<file path="config.mk">
export PLATFORM = sky130hd
export DESIGN_NAME = fetch_ctrl
export DESIGN_NICKNAME = d
export VERILOG_FILES = /design/src/rtl/fetch_pkg.sv /design/src/rtl/fetch_stall_counter.sv /design/src/rtl/fetch_ctrl.sv
export SDC_FILE = /design/constraint.sdc
export NUM_CORES = 1
export LEC_CHECK = 0
export CAP_MARGIN = 15
export CORE_MARGIN = 3
export CORE_UTILIZATION = 31
export DETAILED_ROUTE_END_ITERATION = 16
export HOLD_SLACK_MARGIN = 0.02
export PLACE_DENSITY = 0.76
export SLEW_MARGIN = 20
export SYNTH_ARGS = -nofsm -noshare
export SYNTH_HDL_FRONTEND = slang
export SYNTH_SLANG_ARGS = --single-unit
</file>
<file path="constraint.sdc">
create_clock -name clk -period 1.8 [get_ports clk]
set_input_delay 0.36 -clock clk [delete_from_list [all_inputs] [get_ports clk]]
set_output_delay 0.36 -clock clk [all_outputs]
set_load 0.05 [all_outputs]
</file>
<file path="src/rtl/fetch_pkg.sv">
// Shared types and default widths for the instruction-fetch sequencer.
package fetch_pkg;

    localparam int unsigned ADDR_WIDTH_DEF  = 8;
    localparam int unsigned INSTR_WIDTH_DEF = 16;
    localparam int unsigned STALL_CNT_WIDTH = 16;

    typedef enum logic [1:0] {
        StIdle,
        StReq,
        StValid,
        StHalted
    } fetch_state_e;

endpackage

</file>
<file path="src/rtl/fetch_stall_counter.sv">
// Saturating cycle counter for memory stall cycles (used under FETCH_CTRL_STALL_CNT_EN).
module fetch_stall_counter #(
    parameter int unsigned WIDTH = 16
) (
    input  logic             clk,
    input  logic             rst,
    input  logic             inc,
    output logic [WIDTH-1:0] count
);

    always_ff @(posedge clk or posedge rst) begin
        if (rst) begin
            count <= '0;
        end else if (inc && (count != '1)) begin
            count <= count + 1'b1;
        end
    end

endmodule

</file>
<file path="src/rtl/fetch_ctrl.sv">
// Instruction-fetch sequencer: drives the external PC register, requests instruction memory,
// buffers one instruction for decode. FETCH_CTRL_STALL_CNT_EN adds a stall_cnt output.
module fetch_ctrl
    import fetch_pkg::*;
#(
    parameter int unsigned ADDR_WIDTH  = ADDR_WIDTH_DEF,
    parameter int unsigned INSTR_WIDTH = INSTR_WIDTH_DEF
) (
    input  logic                   clk,
    input  logic                   rst,
    input  logic [ADDR_WIDTH-1:0]  pc_value,
    output logic                   pc_load,
    output logic                   pc_incr,
    output logic [ADDR_WIDTH-1:0]  pc_load_value,
    output logic                   mem_req,
    output logic [ADDR_WIDTH-1:0]  mem_addr,
    input  logic                   mem_ack,
    input  logic [INSTR_WIDTH-1:0] mem_rdata,
    output logic                   instr_valid,
    input  logic                   instr_ready,
    output logic [INSTR_WIDTH-1:0] instr,
    input  logic                   branch_valid,
    input  logic [ADDR_WIDTH-1:0]  branch_target,
    input  logic                   halt
`ifdef FETCH_CTRL_STALL_CNT_EN
    ,
    output logic [15:0]            stall_cnt
`endif
);

    fetch_state_e           state_q;
    logic                   mem_req_q;
    logic                   instr_valid_q;
    logic [INSTR_WIDTH-1:0] instr_q;

    always_ff @(posedge clk or posedge rst) begin
        if (rst) begin
            state_q       <= StIdle;
            mem_req_q     <= 1'b0;
            instr_valid_q <= 1'b0;
            instr_q       <= '0;
        end else begin
            unique case (state_q)
                StIdle: begin
                    if (halt) begin
                        state_q <= StHalted;
                    end else begin
                        state_q   <= StReq;
                        mem_req_q <= 1'b1;
                    end
                end
                StReq: begin
                    // A branch discards any same-cycle data; the request restarts at the new PC.
                    if (!branch_valid && mem_ack) begin
                        instr_q       <= mem_rdata;
                        state_q       <= StValid;
                        mem_req_q     <= 1'b0;
                        instr_valid_q <= 1'b1;
                    end
                end
                StValid: begin
                    if (branch_valid) begin
                        state_q       <= StReq;
                        instr_valid_q <= 1'b0;
                        mem_req_q     <= 1'b1;
                    end else if (instr_ready) begin
                        instr_valid_q <= 1'b0;
                        if (halt) begin
                            state_q <= StHalted;
                        end else begin
                            state_q   <= StReq;
                            mem_req_q <= 1'b1;
                        end
                    end
                end
                StHalted: begin
                    if (!halt) begin
                        state_q   <= StReq;
                        mem_req_q <= 1'b1;
                    end
                end
                default: begin
                    state_q       <= StIdle;
                    mem_req_q     <= 1'b0;
                    instr_valid_q <= 1'b0;
                end
            endcase
        end
    end

    // Reset gates the combinational strobes so every output is 0 while rst is high.
    assign pc_load       = branch_valid & ~rst;
    assign pc_load_value = pc_load ? branch_target : '0;
    assign pc_incr       = mem_req_q & mem_ack & ~branch_valid;
    assign mem_req       = mem_req_q;
    assign mem_addr      = mem_req_q ? pc_value : '0;
    assign instr_valid   = instr_valid_q;
    assign instr         = instr_q;

`ifdef FETCH_CTRL_STALL_CNT_EN
    fetch_stall_counter #(
        .WIDTH(STALL_CNT_WIDTH)
    ) u_stall_counter (
        .clk  (clk),
        .rst  (rst),
        .inc  (mem_req_q & ~mem_ack),
        .count(stall_cnt)
    );
`endif

endmodule

</file>
; ---- Word-level counts from Yosys, hierarchy flattened
; Index checks and enable logic that the tools add are counted.
[classes]
bitwise = 5
n_mux = 17
reduce_logical = 9
eq_ne = 6
[op_table]
columns = op, count
row1 = two-way mux 8 bit, 2
row2 = two-way mux 2 bit, 5
row3 = case mux 2 bit (4 select lines), 1
row4 = two-way mux 1 bit, 7
row5 = AND reduction 3 bit, 2
row6 = "equality test 2 bit, second input constant", 2
row7 = "inequality test 2 bit, second input constant", 2
row8 = AND reduction 2 bit, 2
row9 = bitwise AND 1 bit, 3
row10 = "inequality test 3 bit, second input constant", 1
row11 = case mux 1 bit (3 select lines), 1
row12 = "equality test 2 x 1 -> 1 bit, second input constant", 1
row13 = zero test 2 bit, 1
row14 = NOT 1 bit, 2
row15 = case mux 1 bit (2 select lines), 1
row16 = nonzero test 2 bit, 1
row17 = OR reduction 2 bit, 1
row18 = logical AND 1 bit, 1
row19 = zero test 1 bit, 1
[word_totals]
word_cells = 41
out_inout_bits = 36
regBits = 20

; ---- Longest topological paths before layout
[depth]
word_depth = 4
depth_mapped = 7
ltp_nobuf = 6

; ---- Least setup slack after synthesis
; Ideal clock, no wire load.
[synth_path]
path_kind = input to output
start = input port branch_valid
end = output port pc_load_value[0]
required_time_ns = 1.440
path_stages = 3
t_arrival_ns = 1.550
n_path_buf = 1
setup_slack_ns = -0.110
cell_sequence = nor2b_1 -> clkbuf_1 -> and2_1
[synth_via]
elab_chain_cells = 2
[synth_lines]
columns = item, line
row1 = start: declaration, fetch_ctrl.sv:22  ; input logic branch_valid,
row2 = bitwise AND 1 bit, fetch_ctrl.sv:92  ; assign pc_load = branch_valid & ~rst;
row3 = named net pc_load, fetch_ctrl.sv:12  ; output logic pc_load,
row4 = two-way mux 8 bit, fetch_ctrl.sv:93  ; assign pc_load_value = pc_load ? branch_target : '0;
row5 = end: declaration, fetch_ctrl.sv:14  ; output logic [ADDR_WIDTH-1:0] pc_load_value,
; The timed path passes the listed nets, and every way through them passes these cells.

; ---- Worst setup path after layout
[layout_path]
start = input port mem_ack
end = output port pc_incr
[layout_via]
elab_chain_cells = 2
[layout_lines]
columns = item, line
row1 = start: declaration, fetch_ctrl.sv:17  ; input logic mem_ack,
row2 = bitwise AND 1 bit (2 in a row), fetch_ctrl.sv:94  ; assign pc_incr = mem_req_q & mem_ack & ~branch_valid;
row3 = end: declaration, fetch_ctrl.sv:13  ; output logic pc_incr,
; No other way between the ends.

==> results by group <==
Run status
  – Status: finished, final reports clean

Detailed routing
  – DRC viols: 0
  – Vias: 964
  – Post-DRT Antenna Nets: 0
  – Detailed router's first-iteration violation count: 37
  – Post-Route WL: 3106 um
  – DRT Pass-1 Iters: 3
  – Avg Vias per Cell: 4.505
  – Average wire per standard cell: 14.51 um

Power
  – P_leak: 0.0009999 uW
  – Tot Pwr: 3398 uW
  – Max IR drop VDD: 675.1 uV
  – Pwr per Cell Area: 1614 nW/um^2

Critical path
  – Crit-path max FO: 3
  – Critical Path RT: 1.44 ns
  – Endpoint class of the critical path: output port
  – Startpoint class of the critical path: primary input
  – Arrival time worst endpoint: 1.36 ns
  – Critical path class: primary input to output port

Yosys
  – Most common library cells after synthesis: dfrtp_1, and2_1, mux2_4
  – Synth Area in Simple Gates: 0.1315
  – Mean Syn Cell Area: 12.50 um^2
  – Fraction of the mapped netlist area in compound gates: 0.06170
  – Post-synth cell types: 23
  – Ys Warns: 0
  – Asr flop ratio synth: 1.000
  – Synth area leader: dfrtp_1
  – Register bit count reported by yosys: 20
  – Area of the mapped netlist: 1075 um^2
  – Synth Area in Adders: 0.05821
  – Largest family of logic cells by synthesized area: multiplexers
  – Syn nets: 129
  – Top FF cell, synth: dfrtp_1
  – Post-synthesis xor/xnor area fraction: 0
  – Post-synth EDFFs: 0
  – Post-synthesis cell count: 86
  – Register area share after synthesis: 0.4657
  – Yosys top cell area share: 0.4657
  – Synth area leaders: dfrtp_1, mux2_4, and2_1, mux2_2, ha_1
  – Post-synthesis mux area share: 0.2224
  – Most frequent cell after synthesis: dfrtp_1

Final layout
  – Area growth from synthesis to layout: 95.93%
  – ANT cells: 0
  – Layout Nets: 214
  – Post-route cell area: 2106 um^2
  – Layout cells sized above 1: 0.4765

Clocking
  – Clock root buffer: clkbuf_4
  – CTS Hold Bufs: 0
  – Clock buffer depth: 2
  – Skew-Pair Late Insertion Delay: 0.30 ns
  – CTS tree: yes
  – Worst-path clk slew: 0.11 ns
  – CTS sink cnt: 20
  – CTS buffer count: 3
  – H-tree depth: 1

Die
  – Die height: 64.88 um
  – Total core area: 3178 um^2
  – # IOs: 74
  – Initial core utilization: 0.3382
  – Die ar.: 4209 um^2
  – Row count: 20
  – Die W: 64.88 um

Global routing
  – Number of global-route vias before repair: 964
  – Initial antenna violation count: 0
  – Largest net degree at the start of global routing: 13
  – GR Overflow Total: 0
  – First-pass GRT wire length: 4774 um
  – Overall routing resource usage: 0.1504

Worst hold path
  – Hold WC Path Type: primary input to async pin

Timing
  – Setup TNS: 0 ns
  – Worst-margin pin slew: 0.4392 ns
  – Fmax achieved: 580.3 MHz
  – Setup clock skew after layout: 0.005265 ns
  – Max-slew violation count: 0
  – Unrepaired setup endpoints after global routing: false
  – Fin crit period: 1.723 ns
  – Endpoints failing setup: 0
  – Final period util: 0.9574
  – Final Hold Vio Count: 0
  – Relative slew slack: 0.7069

Job
  – Max_cap viols: 0

Place
  – Placed cell areas: 2023 um^2
  – DP HPWL: 2584 um
  – Final weighted congestion in routability-driven placement: 0.7408
  – # port buffers: 73
[power by group]
part / leakage (uW) / switching (uW) / internal (uW)
registers: 0.000236 / 156 / 676
logic: 0.000743 / 1340 / 969
clock network: 0.0000210 / 132 / 123
[flip-flops by register name, indices dropped and copies added, names as in the netlist]
name and flops:
state_q 2, instr_valid 1, mem_req 1, instr 16
[through the flow]
step	hold WS, ns	util	std cells	worst slack (ns)
2_1_floorplan	0.3238	-	86	0.1541
3_3_place_gp	0.4918	0.6366	208	-0.07194
3_5_place_dp	0.4966	0.6366	208	-0.09008
4_1_cts	0.2398	0.6618	214	0.06601
5_1_grt	0.2496	0.6626	214	0.01378
6_report	0.2328	0.6626	214	0.07662
[layout by cell type (no fill, tap or decap), drive strengths merged]
cell,Yosys,final
clkdlybuf4s50,0,35
clkdlybuf4s15,0,1
o21ai,2,2
and2,16,16
o22ai,1,1
nand2b,1,1
inv,8,8
nand2,1,1
nor2b,1,1
dfrtp,20,20
or2,1,1
nor2,1,1
a32oi,1,1
o22a,1,1
mux2i,1,1
ha,5,5
a21oi,4,4
mux2,17,17
dlygate4sd2,0,2
and2b,1,1
buf,2,45
a22o,1,1
clkbuf,1,4
[routing by layer]
metal	routed length (um)	track usage	up-vias
li1	-	-	452
met1	1323	0.1900	449
met3	274	0.03120	5
met4	59	0.07124	0
met5	0	0	-
met2	1449	0.2439	58
[final cells by class]
cell class	instances	area, um^2
Clock buffer	4	36.28
Fill cell	234	1072
Inverter	8	30.03
Multi-Input combinational cell	55	541.8
Sequential cell	20	500.5
Tap cell	44	55.05
Timing Repair Buffer	83	942.2
[logic make-up (layout without fill, tap and decap cells)]
kind of cell,after synthesis,count (layout)
simple gates,22,22
flops,20,20
mux,18,18
buf+inv,11,95
compound gates,10,10
fa+ha+maj,5,5
[worst paths after layout]
path / from / endpoint / slack [ns] / cells past startpoint
setup / recovery: mem_ack / pc_incr / 0.08 / 5
hold / removal: rst / instr[12] / 0.23 / 2
setup reg to reg: state_q[1] / instr[5] / 0.10 / 6
hold reg to reg: instr[15] / instr[15] / 0.52 / 1
max in group asynchronous: rst / instr[9] / 1.08 / 3
min in group clk: instr[15] / instr[15] / 0.52 / 1
[worst max-delay path: stages]
cell and delay [ns]:
clkdlybuf4s50_1 0.53, nand2b_4 0.07, buf_4 0.13, nor2_2 0.12, buf_12 0.15
[what timing repair did]
item,4_1_cts,5_1_grt
gates resized for setup,12,2
setup endpoints to repair,8,16
buffers inserted,1,0
cloned,1,0
Note: power is estimated with default switching activity, not from simulation.
